--- src/rtl/axis_pkt_fifo_if.sv ---
// AXI-stream beat bundle {tdata, tlast, tvalid, tready} shared by the FIFO's upstream and
// downstream sides.
interface axis_pkt_fifo_if #(
  parameter int unsigned D_W = 32
);
  logic signed [D_W-1:0] tdata;
  logic                  tlast;
  logic                  tvalid;
  logic                  tready;

  modport master (output tdata, output tlast, output tvalid, input tready);
  modport slave  (input tdata, input tlast, input tvalid, output tready);
endinterface

--- src/rtl/axis_pkt_fifo.sv ---
// AXI-stream FIFO with first-word fall-through, in cut-through or store-and-forward mode.
// In store-and-forward mode, a packet that fills the FIFO before its tlast arrives is released early.
module axis_pkt_fifo #(
  parameter int unsigned D_W      = 32,
  parameter int unsigned DEPTH    = 16,
  parameter bit          PKT_MODE = 1'b0,
  localparam int unsigned AW      = $clog2(DEPTH)
) (
  input  logic                clk,
  input  logic                rst,
  axis_pkt_fifo_if.slave      s_axis,
  axis_pkt_fifo_if.master     m_axis,
  output logic [AW:0]         count_o,
  output logic [AW:0]         pkt_count_o
);

  localparam logic [AW:0] FullCnt = (AW + 1)'(DEPTH);
  localparam logic [AW:0] One     = (AW + 1)'(1);

  logic [D_W:0] mem_q [DEPTH];
  logic [AW:0]  wr_ptr_q, rd_ptr_q;
  logic [AW:0]  count_q, count_d;
  logic [AW:0]  pkt_q, pkt_d;
  logic         s_tready_q;
  logic         rel_q, rel_d;

  logic         empty, full, m_valid;
  logic         wr_en, rd_en, wr_last, rd_last;
  logic [D_W:0] head;

  assign head  = mem_q[rd_ptr_q[AW-1:0]];
  assign empty = (wr_ptr_q == rd_ptr_q);
  assign full  = (wr_ptr_q[AW-1:0] == rd_ptr_q[AW-1:0]) && (wr_ptr_q[AW] != rd_ptr_q[AW]);

  always_comb begin
    m_valid = !empty;
    if (PKT_MODE) begin
      m_valid = !empty && ((pkt_q != '0) || full || rel_q);
    end
  end

  assign wr_en   = s_axis.tvalid && s_tready_q;
  assign rd_en   = m_valid && m_axis.tready;
  assign wr_last = wr_en && s_axis.tlast;
  assign rd_last = rd_en && head[D_W];

  always_comb begin
    count_d = count_q;
    if (wr_en && !rd_en) begin
      count_d = count_q + One;
    end else if (!wr_en && rd_en) begin
      count_d = count_q - One;
    end
  end

  always_comb begin
    pkt_d = pkt_q;
    if (wr_last && !rd_last) begin
      pkt_d = pkt_q + One;
    end else if (!wr_last && rd_last) begin
      pkt_d = pkt_q - One;
    end
  end

  // A packet that filled the FIFO streams out until its own tlast leaves.
  always_comb begin
    rel_d = rel_q;
    if (PKT_MODE && full && (pkt_q == '0)) begin
      rel_d = 1'b1;
    end
    if (rd_last) begin
      rel_d = 1'b0;
    end
  end

  always_ff @(posedge clk or posedge rst) begin
    if (rst) begin
      wr_ptr_q   <= '0;
      rd_ptr_q   <= '0;
      count_q    <= '0;
      pkt_q      <= '0;
      s_tready_q <= 1'b0;
      rel_q      <= 1'b0;
      for (int i = 0; i < int'(DEPTH); i++) begin
        mem_q[i] <= '0;
      end
    end else begin
      if (wr_en) begin
        mem_q[wr_ptr_q[AW-1:0]] <= {s_axis.tlast, s_axis.tdata};
        wr_ptr_q                <= wr_ptr_q + One;
      end
      if (rd_en) begin
        rd_ptr_q <= rd_ptr_q + One;
      end
      count_q    <= count_d;
      pkt_q      <= pkt_d;
      rel_q      <= rel_d;
      s_tready_q <= (count_d != FullCnt);
    end
  end

  assign s_axis.tready = s_tready_q;
  assign m_axis.tdata  = head[D_W-1:0];
  assign m_axis.tlast  = head[D_W];
  assign m_axis.tvalid = m_valid;
  assign count_o       = count_q;
  assign pkt_count_o   = pkt_q;

endmodule

--- src/flat_wrapper.sv ---
// flat-port wrapper written by rule: the top's interface ports become plain ports
module axis_pkt_fifo_flat 
#(
  parameter int unsigned D_W      = 32,
  parameter int unsigned DEPTH    = 16,
  parameter bit          PKT_MODE = 1'b0,
  localparam int unsigned AW      = $clog2(DEPTH)
)
  (clk, rst, count_o, pkt_count_o, s_axis_tdata, s_axis_tlast, s_axis_tvalid, s_axis_tready, m_axis_tdata, m_axis_tlast, m_axis_tvalid, m_axis_tready);
  axis_pkt_fifo_if #(.D_W(D_W)) s_axis_i ();
  axis_pkt_fifo_if #(.D_W(D_W)) m_axis_i ();
  input  logic clk;
  input  logic rst;
  output logic [AW:0] count_o;
  output logic [AW:0] pkt_count_o;
  input wire logic [$bits(s_axis_i.tdata)-1:0] s_axis_tdata;
  input wire logic [$bits(s_axis_i.tlast)-1:0] s_axis_tlast;
  input wire logic [$bits(s_axis_i.tvalid)-1:0] s_axis_tvalid;
  output wire logic [$bits(s_axis_i.tready)-1:0] s_axis_tready;
  output wire logic [$bits(m_axis_i.tdata)-1:0] m_axis_tdata;
  output wire logic [$bits(m_axis_i.tlast)-1:0] m_axis_tlast;
  output wire logic [$bits(m_axis_i.tvalid)-1:0] m_axis_tvalid;
  input wire logic [$bits(m_axis_i.tready)-1:0] m_axis_tready;
  assign s_axis_i.tdata = s_axis_tdata;
  assign s_axis_i.tlast = s_axis_tlast;
  assign s_axis_i.tvalid = s_axis_tvalid;
  assign s_axis_tready = s_axis_i.tready;
  assign m_axis_tdata = m_axis_i.tdata;
  assign m_axis_tlast = m_axis_i.tlast;
  assign m_axis_tvalid = m_axis_i.tvalid;
  assign m_axis_i.tready = m_axis_tready;
  axis_pkt_fifo #(.D_W(D_W), .DEPTH(DEPTH), .PKT_MODE(PKT_MODE)) u_core (.clk(clk), .rst(rst), .s_axis(s_axis_i), .m_axis(m_axis_i), .count_o(count_o), .pkt_count_o(pkt_count_o));
endmodule
--- config.mk ---
export PLATFORM = sky130hd
export DESIGN_NAME = axis_pkt_fifo_flat
export DESIGN_NICKNAME = d
export VERILOG_FILES = /design/src/rtl/axis_pkt_fifo_if.sv /design/src/rtl/axis_pkt_fifo.sv /design/src/flat_wrapper.sv
export SDC_FILE = /design/constraint.sdc
export NUM_CORES = 1
export LEC_CHECK = 0
export CAP_MARGIN = 20
export CORE_MARGIN = 1
export CORE_UTILIZATION = 58
export CTS_BUF_LIST = sky130_fd_sc_hd__clkbuf_8
export CTS_CLUSTER_DIAMETER = 60
export CTS_CLUSTER_SIZE = 40
export DETAILED_ROUTE_END_ITERATION = 8
export PLACE_DENSITY_LB_ADDON = 0.12
export SLEW_MARGIN = 20
export SYNTH_ARGS = -nofsm -noshare
export SYNTH_HDL_FRONTEND = slang
export SYNTH_SLANG_ARGS = --single-unit
--- constraint.sdc ---
create_clock -name clk -period 17.3 [get_ports clk]
set_input_delay 2.595 -clock clk [delete_from_list [all_inputs] [get_ports clk]]
set_output_delay 2.595 -clock clk [all_outputs]
set_load 0.05 [all_outputs]
Word level (Yosys, flattened, before mapping)
Index checks and enable logic that the tools add are counted.
{"block": "totals", "regBits": 549, "input_bits": 37, "output_inout_bits": 45, "elab_cells": 59}
{"block": "classes", "n_addsub": 6, "n_lt_le_gt_ge": 3, "n_eq_ne": 2, "muxes": 10, "bitwise_logic": 2, "n_reduce_logical": 15}
{"cell": "$bwmux 528", "n": 1}
{"cell": "$bmux 33 s4", "n": 1}
{"cell": "$demux 33 s4", "n": 1}
{"cell": "$mux 33", "n": 3}
{"cell": "$add 5x1->5 const B", "n": 4}
{"cell": "$mux 5", "n": 4}
{"cell": "$ge 5x5->1 const B", "n": 2}
{"cell": "$not 4->5", "n": 2}
{"cell": "$sub 5x1->5 const B", "n": 2}
{"cell": "$logic_and 1x1->1", "n": 9}
{"cell": "$eq 5x5->1", "n": 1}
{"cell": "$logic_not 1->1", "n": 5}
{"cell": "$lt 5x1->1 const B", "n": 1}
{"cell": "$ne 5x5->1 const B", "n": 1}
{"cell": "$reduce_bool 2->1", "n": 1}

Depth between registers and ports, before layout
Gate-level depths: netlist (run 1).
{"block": "depth", "word_depth": 8, "depth_mapped": 14, "depth_no_buf": 12}

Least setup slack after synthesis (run 1)
OpenSTA, ideal clock, no wires.
{"block": "synth_path", "path_type": "reg2out", "from": "register u_core.rd_ptr_q[1]", "to": "output port m_axis_tdata[0]", "arrival_ns": 2.017, "required_ns": 14.705, "path_slack_ns": 12.688, "path_stages_with_launch": 6, "path_buffers": 3, "cell_sequence": "dfrtp_1 > buf_2 > buf_2 > clkbuf_1 > mux4_2 > mux4_2"}
{"block": "synth_via", "elab_chain_cells": 4}
{"item": "from (decl)", "line": "axis_pkt_fifo.sv:21", "rtl": "logic [AW:0] wr_ptr_q, rd_ptr_q;"}
{"item": "from (signal assigned)", "line": "axis_pkt_fifo.sv:93", "rtl": "rd_ptr_q <= rd_ptr_q + One;"}
{"item": "$not 4->5 (not written as such)", "line": "axis_pkt_fifo.sv:31", "rtl": "assign head = mem_q[rd_ptr_q[AW-1:0]];"}
{"item": "$bmux 33 s4", "line": "axis_pkt_fifo.sv:31"}
{"item": "$mux 33 (not written as such) (2 in series)", "line": "axis_pkt_fifo.sv:31"}
{"item": "to (decl)", "line": "flat_wrapper.sv:20", "rtl": "output wire logic [$bits(m_axis_i.tdata)-1:0] m_axis_tdata;"}
Every way passes these cells. The select of a mux whose other input is x is not followed.

Final worst setup path (run 1)
{"block": "layout_path", "from": "register u_core.rd_ptr_q[0]", "to": "output port m_axis_tdata[9]"}
Same word-level chain as after synthesis.

==> results of run 1 <==
[cells by family (layout without fill, tap and decap cells)]
kind of cell               Yosys count  in the layout
DFF                                549            549
adders and majority gates           13             13
muxes                              698            698
AOI/OAI and AO/OA                   12             12
xor gates and xnor gates            22             22
buffers and inverters              135            183
other                                0              1
and+or+nand+nor                     56             56
[synthesized netlist by cell type]
cell,count
a21boi_4,1
a21o_1,1
a21oi_1,3
a32o_1,1
and2_1,1
and3_1,1
buf_1,5
buf_2,60
buf_4,3
buf_6,8
clkbuf_1,50
dfrtp_1,549
fa_1,1
ha_1,12
inv_1,9
mux2_1,85
mux2_2,444
mux2i_1,4
mux4_2,165
nand2_1,19
nand2b_1,4
nand3_1,5
nand3b_1,1
nand4_1,5
nand4bb_1,1
nor2_1,11
nor2_2,6
nor3_2,1
o211ai_1,1
o21ai_0,4
o31ai_1,1
or3_1,1
xnor2_1,10
xor2_1,12
[registers in the layout, summed over array words and instances (netlist names)]
| register | count |
|---|---|
| u_core.s_axis.tready | 1 |
| u_core.rd_ptr_q | 5 |
| u_core.count_o | 5 |
| u_core.wr_ptr_q | 5 |
| u_core.pkt_count_o | 5 |
| u_core.mem_q | 528 |
[path summary, 6_finish.rpt]
path                       cells past startpoint  slack, ns                    end             startpoint
max                                            5      10.29        m_axis_tdata[9]     u_core.rd_ptr_q[0]
min                                            1       0.48  u_core.pkt_count_o[4]  u_core.pkt_count_o[4]
max reg2reg                                   13      12.76  u_core.pkt_count_o[4]     u_core.rd_ptr_q[0]
min reg2reg                                    1       0.48  u_core.pkt_count_o[4]  u_core.pkt_count_o[4]
max in group asynchronous                      4      12.82       u_core.mem_q[18]                    rst
min in group asynchronous                      2       2.33      u_core.mem_q[158]                    rst
[stage by stage]
stage          cell area (µm²)  setup slack, ns  std cells  total power [mW]  hold slack, ns
6_report                 26900            10.29       2073              5.59           0.476
5_1_grt                  26900            10.01       2073              5.90           0.516
4_1_cts                  26800             9.87       2069              5.63           0.476
3_5_place_dp             26000            10.61       2006              4.93           0.461
3_3_place_gp             26000            10.58       2006              4.84           0.456
2_1_floorplan            24800             7.24       1485              4.24           0.452
[worst max-delay path: stages (launching register included)]
cell and delay (ns):
dfrtp_4 0.75, buf_16 0.29, buf_4 0.77, mux4_2 0.61, mux4_2 0.54, clkdlybuf4s50_1 0.74
[area by class of cell]
cell class / count / area [µm²]
Antenna cell: 1 / 2.50
Clock buffer: 39 / 537
Clock inverter: 24 / 277
Fill cell: 3080 / 15100
Inverter: 9 / 37.5
Multi-Input combinational cell: 801 / 10500
Sequential cell: 549 / 13800
Tap cell: 539 / 674
Timing Repair Buffer: 111 / 1110
[routing by layer]
layer,vias to the layer above,track usage (%)
met5,-,0
met4,0,7.28
met3,63,3.38
met2,226,42.2
met1,7157,37.6
li1,5559,-
[power breakdown]
| part | switching, mW | leakage [nW] | internal (mW) |
|---|---|---|---|
| registers | 0.359 | 6.77 | 1.90 |
| logic | 1.23 | 4.23 | 1.39 |
| clock network | 0.444 | 0.410 | 0.261 |
==> reports/qor.csv, run 1 <==
stage;metric;value;unit
status;status;completed;
hold_path;worstHoldPathType;reg -> reg;
cells_and_area;layout_common_cells;dfrtp_1, mux2_2, mux4_2;
route;top_layer;met4;
route;drtPass1Iterations;4;
clock_network;cts_resized;0;
clock_network;root_buffer;clkbuf_8;
clock_network;cts.clk_slew.worst_paths;0.13;ns
synthesis;synthesis.instances;1485;
route;drc_errors;0;
cells_and_area;final_layout_size_suffix_gt1_share;47.1;%
placed_design;dp_hpwl;30.5;mm
cells_and_area;fin_util;64.0;%
global_route;antenna_found_initial;1;
global_route;grt_pass1_wl;85.5;mm
power;ir_drop;0.000139;V
sta;fin_skew;0.0373;ns
floorplanning;ios;82;
synthesis;synth_mux_area_share;39.1;%
run;cap_violations;0;
sta;fin_setup_tns;0;ns
synthesis;synth.largest_area_cell;dfrtp_1;
clock_network;clk_path_buf_depth;3;
global_route;overflow;0;
sta;worstMarginPinSlew;1.08;ns
route;via_per_inst;6.27;
synthesis;syn-cell-area;0.0248;mm²
synthesis;synth_xor_area_share;0.776;%
synthesis;ys.warnings.count;0;
clock_network;cts_inserted_buffers;36;
synthesis;synthAdderAreaFrac;0.685;%
route;first_iter_violations;894;
cells_and_area;final_common_cell;dfrtp_1;
floorplanning;rows;75;
synthesis;synth_top_cell_area_share;55.3;%
synthesis;syn_avg_cell_area;16.7;µm²
sta;fmaxAchievable;143;MHz
synthesis;synth_nets;1535;
placed_design;portBuffers;81;
setup_path;crit_path_end_kind;output pin;
route;routedWlPerCell;25.9;µm
floorplanning;fp.dieW;209;µm
sta;slew_headroom;27.8;%
power;cellLeakagePower;11.4;nW
setup_path;crit_fanout;44;
power;power.density;208;mW/mm²
placed_design;gp_congestion;0.712;
clock_network;post_cts_buffers;0;
setup_path;startpoint_type;flop;
synthesis;synth-compound-area-share;0.348;%
route;vias;13000;
clock_network;clock_latency;0.64;ns
sta;finalSetupViolCount;0;
cells_and_area;syn2layout_area_growth;8.42;%
route;m1WireLength;24.1;mm
sta;rsz0062_at_grt;false;
route;ant_nets;0;
synthesis;synth.area.top_cells;dfrtp_1, mux2_2, mux4_2;
sta;fin_crit_sh;40.5;%
synthesis;ys_seq_area_share;55.3;%
clock_network;cts_hold_buf;0;
floorplanning;die_h;209;µm
synthesis;synthSimpleGateAreaFrac;1.12;%
global_route;grt_usage;26.1;%
route;wl_met3;1.90;mm
setup_path;cp.arrival;4.41;ns
synthesis;ys_seq_elements;549;
setup_path;worstPathRequired;14.70;ns
global_route;grt_pass1_vias;13900;
clock_network;cts_tree;built;
route;routed_wl;53.7;mm
synthesis;yosysUniqueCellTypes;34;
sta;hold_viol;0;
global_route;grt_max_degree;182;
setup_path;crit_type;reg -> out;
sta;fin_crit;7.01;ns
route;route.met2.wl;26.6;mm
floorplanning;initial_core_util;59.1;%
synthesis;synth_top_family_by_area;multiplexers;
cells_and_area;fin_nets;1558;
sta;slew_violations;0;
clock_network;clock_sinks;549;
clock_network;ctsHtreeMaxLevel;2;
floorplanning;fp.dieArea;0.0436;mm²
floorplanning;core;0.0420;mm²
Note: power is estimated with default switching activity, not from simulation.
==> run 2: changes to the inputs <==
==> constraint.sdc (replaced) <==
create_clock -name clk -period 6.3 [get_ports clk]
set_input_delay 0.945 -clock clk [delete_from_list [all_inputs] [get_ports clk]]
set_output_delay 0.945 -clock clk [all_outputs]
set_load 0.05 [all_outputs]
==> run 2 against run 1 <==
- first-iteration DRC count is 15% lower
- critical path depth is 1 lower
- utilization is 0.28 points higher
- setup slack worse by 8.9 ns
- via count is 0.56% higher
==> reports/qor.csv, run 2 (synthesis gave the netlist of run 1 again) <==
stage;metric;value;unit;change
floorplanning;die_h;209;µm;unchanged
clock_network;clock_latency;0.64;ns;about the same
global_route;overflow;0;;unchanged
global_route;grt_pass1_wl;85.6;mm;+0.15%
cells_and_area;syn2layout_area_growth;8.90;%;
power;power.density;571;mW/mm²;+180%
setup_path;r2r-end;u_core.pkt_count_o[4];;
route;drtPass1Iterations;4;;unchanged
route;routed_wl;53.8;mm;+0.16%
hold_path;worstHoldPathType;reg -> reg;;
sta;fin_skew;0.0497;ns;+0.0123 ns
route;first_iter_violations;759;;-15%
cells_and_area;fillers;3037;;-1.4%
sta;hold_viol;0;;unchanged
cells_and_area;insertedDiodeCount;0;;-1
setup_path;crit_fanout;39;;-11%
placed_design;dpl_cell_area;0.0261;mm²;+0.45%
setup_path;crit_slowest_cell;dfrtp_4;;
cells_and_area;layout_common_cells;dfrtp_1, mux2_2, mux4_2;;
clock_network;cts_tree;built;;
route;ant_nets;0;;unchanged
sta;finalSetupViolCount;0;;unchanged
setup_path;rr_startpoint;u_core.rd_ptr_q[0];;
route;vias;13100;;+0.56%
sta;fin_crit;4.92;ns;
sta;fmaxAchievable;203;MHz;
status;status;completed;;
setup_path;cp.arrival;3.97;ns;-0.44 ns
global_route;antenna_found_initial;0;;-1
placed_design;gp_congestion;0.731;;+2.7%
global_route;grt_pass1_vias;14200;;+2.3%
sta;rsz0062_at_grt;false;;
route;via_per_inst;6.27;;-0.11%
route;routedWlPerCell;25.8;µm;-0.52%
clock_network;root_buffer;clkbuf_8;;
floorplanning;core;0.0420;mm²;unchanged
floorplanning;initial_core_util;59.1;%;unchanged
clock_network;cts.clk_slew.worst_paths;0.10;ns;-0.03 ns
power;p_switching;5.65;mW;+180%
placed_design;dp_hpwl;31.8;mm;+4.4%
setup_path;startpoint_type;flop;;
run;cap_violations;0;;unchanged
clock_network;cts_resized;0;;unchanged
clock_network;ctsHtreeMaxLevel;2;;unchanged
power;ir_drop;0.000501;V;+260%
cells_and_area;largest_reg_flops;528;;unchanged
floorplanning;rows;75;;unchanged
cells_and_area;final_cells;2087;;+0.68%
floorplanning;fp.dieW;209;µm;unchanged
setup_path;crit_type;reg -> out;;
setup_path;crit_path_cell_trace;buf_4, mux4_2, mux4_2, clkdlybuf4s50_1;;
clock_network;cts_inserted_buffers;41;;+14%
setup_path;ff2ff_path_depth;12;;-1
setup_path;slowest_delay;0.98;ns;+0.21 ns
cells_and_area;final_common_cell;dfrtp_1;;
sta;slew_violations;0;;unchanged
power;netSwitchingFraction;36.6;%;+0.20 points
setup_path;crit_path_end_kind;output pin;;
setup_path;critPathBufInv;2;;-1
cells_and_area;final_layout_size_suffix_gt1_share;47.5;%;+0.45 points
cells_and_area;fin_nets;1568;;+0.64%
setup_path;worstPathRequired;5.35;ns;-9.35 ns
global_route;grt_usage;26.0;%;-0.027 points
sta;slew_headroom;23.8;%;-4.0 points
setup_path;reg2reg_setup_slack;2.12;ns;-10.64 ns
clock_network;clk_path_buf_depth;3;;unchanged
power;p_int;9.79;mW;+180%
power;cellLeakagePower;11.5;nW;+0.58%
cells_and_area;largest_register;u_core.mem_q;;
setup_path;cp_common_cell;mux4_2;;
hold_path;hold_start;u_core.pkt_count_o[4];;
route;drc_errors;0;;unchanged
power;combPwrFrac;46.0;%;-1.0 points
power;p_clk_share;12.9;%;+0.3 points
sta;worstMarginPinSlew;1.14;ns;+0.0579 ns
clock_network;cts_hold_buf;0;;unchanged
clock_network;clock_sinks;549;;unchanged
clock_network;post_cts_buffers;0;;unchanged
floorplanning;fp.dieArea;0.0436;mm²;unchanged
power;p_seq_share;41.0;%;+0.6 points
floorplanning;ios;82;;unchanged
global_route;grt_max_degree;187;;+2.7%
setup_path;critPathTopFamily;buffers and inverters;;
sta;fin_crit_sh;78.0;%;
placed_design;dp.cells;2013;;+0.35%
hold_path;hold_depth;1;;unchanged
cells_and_area;final_area;0.0270;mm²;+0.44%
placed_design;portBuffers;81;;unchanged
hold_path;holdPathEnd;u_core.pkt_count_o[4];;
[run 2: stage by stage]
stage	power (mW)	setup slack (ns)	hold WS [ns]	setup TNS [ns]	util (%)
after floorplan	11.6	-2.11	0.452	-1161.06	-
after CTS	15.6	1.30	0.477	0	64.3
after detailed placement	13.6	2.00	0.460	0	62.2
after global placement	13.3	2.00	0.462	0	62.1
final	15.4	1.38	0.474	0	64.3
after global routing	16.3	1.21	0.503	0	64.3
[run 2: worst max path at each step]
stage                                  start                 to  slack, ns  depth (start not counted)
after floorplan                          rst  u_core.count_o[0]      -2.11                          1
after global placement    u_core.rd_ptr_q[0]   m_axis_tdata[14]       2.00                          4
after detailed placement  u_core.rd_ptr_q[0]   m_axis_tdata[14]       2.00                          4
after CTS                 u_core.rd_ptr_q[0]   m_axis_tdata[14]       1.30                          4
after global routing      u_core.rd_ptr_q[0]   m_axis_tdata[11]       1.21                          4
final                     u_core.rd_ptr_q[0]    m_axis_tdata[9]       1.38                          4
[run 2: power by group through the flow]
stage | sequential, mW | clock, mW | combinational (mW)
after floorplan | 5.97 | 0 | 5.68
after global placement | 6.33 | 0 | 7.02
after detailed placement | 6.41 | 0 | 7.17
after CTS | 6.33 | 2.07 | 7.19
after global routing | 6.57 | 2.19 | 7.54
final | 6.33 | 2.00 | 7.11
[run 2: cell type report]
type | count | area, µm² | share of cell area [%]
Clock buffer | 43 | 592 | 2.19
Clock inverter | 30 | 280 | 1.04
Inverter | 9 | 37.5 | 0.139
Multi-Input combinational cell | 801 | 10500 | 39.0
Sequential cell | 549 | 13800 | 50.8
Tap cell | 539 | 674 | 2.49
Timing Repair Buffer | 116 | 1170 | 4.33
[run 2: routing by layer]
layer	global-route usage, %	vias to the layer above	part of all wire, %
li1	-	5585	-
met1	37.7	7249	46
met5	0	-	0
met4	6.54	0	1.9
met3	2.72	61	2.8
met2	42.8	183	50
==> run 3: changes to the inputs <==
--- a/config.mk
+++ b/config.mk
@@ -7,7 +7,7 @@
 export LEC_CHECK = 0
 export CAP_MARGIN = 20
 export CORE_MARGIN = 1
-export CORE_UTILIZATION = 58
+export CORE_UTILIZATION = 64
 export CTS_BUF_LIST = sky130_fd_sc_hd__clkbuf_8
 export CTS_CLUSTER_DIAMETER = 60
 export CTS_CLUSTER_SIZE = 40
==> constraint.sdc (replaced) <==
create_clock -name clk -period 5.15 [get_ports clk]
set_input_delay 0.7725 -clock clk [delete_from_list [all_inputs] [get_ports clk]]
set_output_delay 0.7725 -clock clk [all_outputs]
set_load 0.05 [all_outputs]
==> run 3 against run 2 <==
- design area about the same
- non-clock buffer count down 1
- count of clock-buffer cells in the layout shrank 3
- clock skew shrank 0.025 ns
- clock power is 18% higher
- global-route usage rose by 2.4 points
- utilization rose by 7.0 points
- largest power group unchanged
- highest routed layer is now met5
==> reports/qor.csv, run 3 (synthesis gave the netlist of run 1 again) <==
stage;metric;value;unit;change
status;status;completed;;
floorplanning;ios;82;;unchanged
global_route;antenna_found_initial;1;;+1
floorplanning;fp.dieArea;0.0396;mm²;-9.3%
setup_path;crit_type;reg -> out;;
hold_path;holdPathEnd;u_core.wr_ptr_q[4];;
sta;finalSetupViolCount;0;;unchanged
cells_and_area;final_layout_size_suffix_gt1_share;47.4;%;-0.15 points
power;p_switching;6.98;mW;+23%
placed_design;gp_congestion;0.759;;+3.8%
floorplanning;initial_core_util;65.5;%;+6.4 points
global_route;grt_pass1_wl;83.8;mm;-2.1%
placed_design;dp_hpwl;31.3;mm;-1.6%
route;m1WireLength;23.6;mm;-3.8%
sta;fin_skew;0.0248;ns;-0.0248 ns
clock_network;cts_tree;built;;
setup_path;crit_path_end_kind;output pin;;
power;combPwrFrac;46.6;%;+0.6 points
clock_network;clock_latency;0.60;ns;-0.04 ns
sta;fin_crit_sh;86.0;%;
setup_path;reg2reg_setup_slack;1.30;ns;-0.82 ns
placed_design;portBuffers;81;;unchanged
power;p_int;11.9;mW;+22%
sta;worstMarginPinSlew;0.965;ns;-0.175 ns
setup_path;ff2ff_path_depth;12;;unchanged
global_route;grt_max_degree;158;;-16%
power;cellLeakagePower;11.5;nW;-0.15%
clock_network;cts.clk_slew.worst_paths;0.12;ns;+0.02 ns
run;cap_violations;0;;unchanged
route;routed_wl;52.9;mm;-1.7%
cells_and_area;fin_nets;1562;;-0.38%
sta;slew_violations;0;;unchanged
floorplanning;fp.dieW;199;µm;-4.8%
clock_network;clk_path_buf_depth;3;;unchanged
floorplanning;die_h;199;µm;-4.8%
setup_path;cp.arrival;3.66;ns;-0.31 ns
placed_design;dpl_cell_area;0.0262;mm²;+0.38%
route;ant_nets;0;;unchanged
route;drtPass1Iterations;5;;+1
route;drc_errors;0;;unchanged
route;vias;13200;;+1.1%
clock_network;cts_hold_buf;0;;unchanged
hold_path;hold_start;u_core.wr_ptr_q[4];;
hold_path;hold_depth;1;;unchanged
hold_path;worstHoldPathType;reg -> reg;;
route;route.met2.wl;26.1;mm;-2.1%
clock_network;ctsHtreeMaxLevel;2;;unchanged
power;p_total;18.9;mW;+22%
clock_network;post_cts_buffers;0;;unchanged
global_route;grt_pass1_vias;13900;;-1.8%
power;netSwitchingFraction;36.9;%;+0.28 points
clock_network;cts_resized;0;;unchanged
power;ir_drop;0.000845;V;+69%
setup_path;startpoint_type;flop;;
setup_path;rr_startpoint;u_core.rd_ptr_q[0];;
route;first_iter_violations;721;;-5.0%
cells_and_area;largest_reg_flops;528;;unchanged
clock_network;clock_sinks;549;;unchanged
route;wl_met3;2.23;mm;+46%
floorplanning;core;0.0379;mm²;-9.8%
sta;fmaxAchievable;226;MHz;
sta;fin_crit;4.43;ns;
global_route;grt_usage;28.5;%;+2.4 points
floorplanning;rows;71;;-5.3%
setup_path;worstPathRequired;4.38;ns;-0.97 ns
cells_and_area;largest_register;u_core.mem_q;;
sta;slew_headroom;35.6;%;+12 points
power;p_clk_share;12.4;%;-0.5 points
sta;rsz0062_at_grt;false;;
cells_and_area;insertedDiodeCount;0;;unchanged
cells_and_area;final_common_cell;dfrtp_1;;
cells_and_area;layout_common_cells;dfrtp_1, mux2_2, mux4_2;;
setup_path;crit_fanout;47;;+21%
sta;hold_viol;0;;unchanged
route;via_per_inst;6.45;;+3.0%
power;power.density;699;mW/mm²;+22%
global_route;overflow;0;;unchanged
cells_and_area;final_area;0.0271;mm²;about the same
clock_network;root_buffer;clkbuf_8;;
cells_and_area;syn2layout_area_growth;8.93;%;about the same
route;top_layer;met5;;
setup_path;r2r-end;u_core.pkt_count_o[4];;
power;p_seq_share;41.0;%;about the same
clock_network;cts_inserted_buffers;36;;-12%
route;routedWlPerCell;25.8;µm;+0.13%
-- run 3: cell types whose count changed in the layout (fill, tap and decap cells not counted), moves of 3 or more --
cell	previous run	this run
buf_16	3	0
inv_8	5	2
clkbuf_8	43	40
buf_4	29	17
inv_1	12	9
inv_6	4	7
buf_12	3	17
-- run 3: area by class of cell --
cell class,instances,area (µm²)
Clock inverter,24,258
Fill cell,2485,10900
Multi-Input combinational cell,801,10500
Tap cell,511,639
Clock buffer,40,551
Sequential cell,549,13800
Timing Repair Buffer,115,1280
Inverter,9,37.5
-- run 3: how the worst max path moves through the flow --
stage               depth (start not counted)                from                     to  slack, ns
floorplan                                   1                 rst      u_core.count_o[0]      -3.09
global placement                           12  u_core.rd_ptr_q[0]  u_core.pkt_count_o[4]       1.33
detailed placement                         12  u_core.rd_ptr_q[0]  u_core.pkt_count_o[4]       1.28
CTS                                         4  u_core.rd_ptr_q[0]           m_axis_tlast       0.70
global route                                4  u_core.rd_ptr_q[0]           m_axis_tlast       0.61
finish                                      4  u_core.rd_ptr_q[1]       m_axis_tdata[11]       0.72
-- run 3: routing by layer --
layer | GRT usage [%] | vias up
li1 | - | 5591
met1 | 42.3 | 7275
met2 | 46.0 | 285
met3 | 3.44 | 69
met4 | 5.78 | 2
met5 | 0 | -
-- run 3: critical path, cell delays in order, from the launching register on --
cell and delay (ns):
dfrtp_4 0.99, buf_4 0.41, mux4_2 0.36, mux4_2 0.53, clkdlybuf4s50_1 0.73
-- run 3: per-stage QoR --
stage	TNS, ns	util (%)	hold WS (ns)	setup slack (ns)	std cells
2_1_floorplan	-1697.71	-	0.452	-3.09	1485
3_3_place_gp	0	69.2	0.463	1.33	1985
3_5_place_dp	0	69.2	0.469	1.28	1985
4_1_cts	0	71.3	0.496	0.697	2049
5_1_grt	0	71.3	0.506	0.614	2049
6_report	0	71.3	0.495	0.720	2049
-- run 3: power groups by stage --
stage | Sequential (mW) | Clock, mW | Combinational [mW]
after floorplan | 7.30 | 0 | 6.95
after global placement | 7.72 | 0 | 8.65
after detailed placement | 7.85 | 0 | 8.86
after CTS | 7.75 | 2.40 | 8.89
after global routing | 8.02 | 2.54 | 9.31
final | 7.76 | 2.35 | 8.81
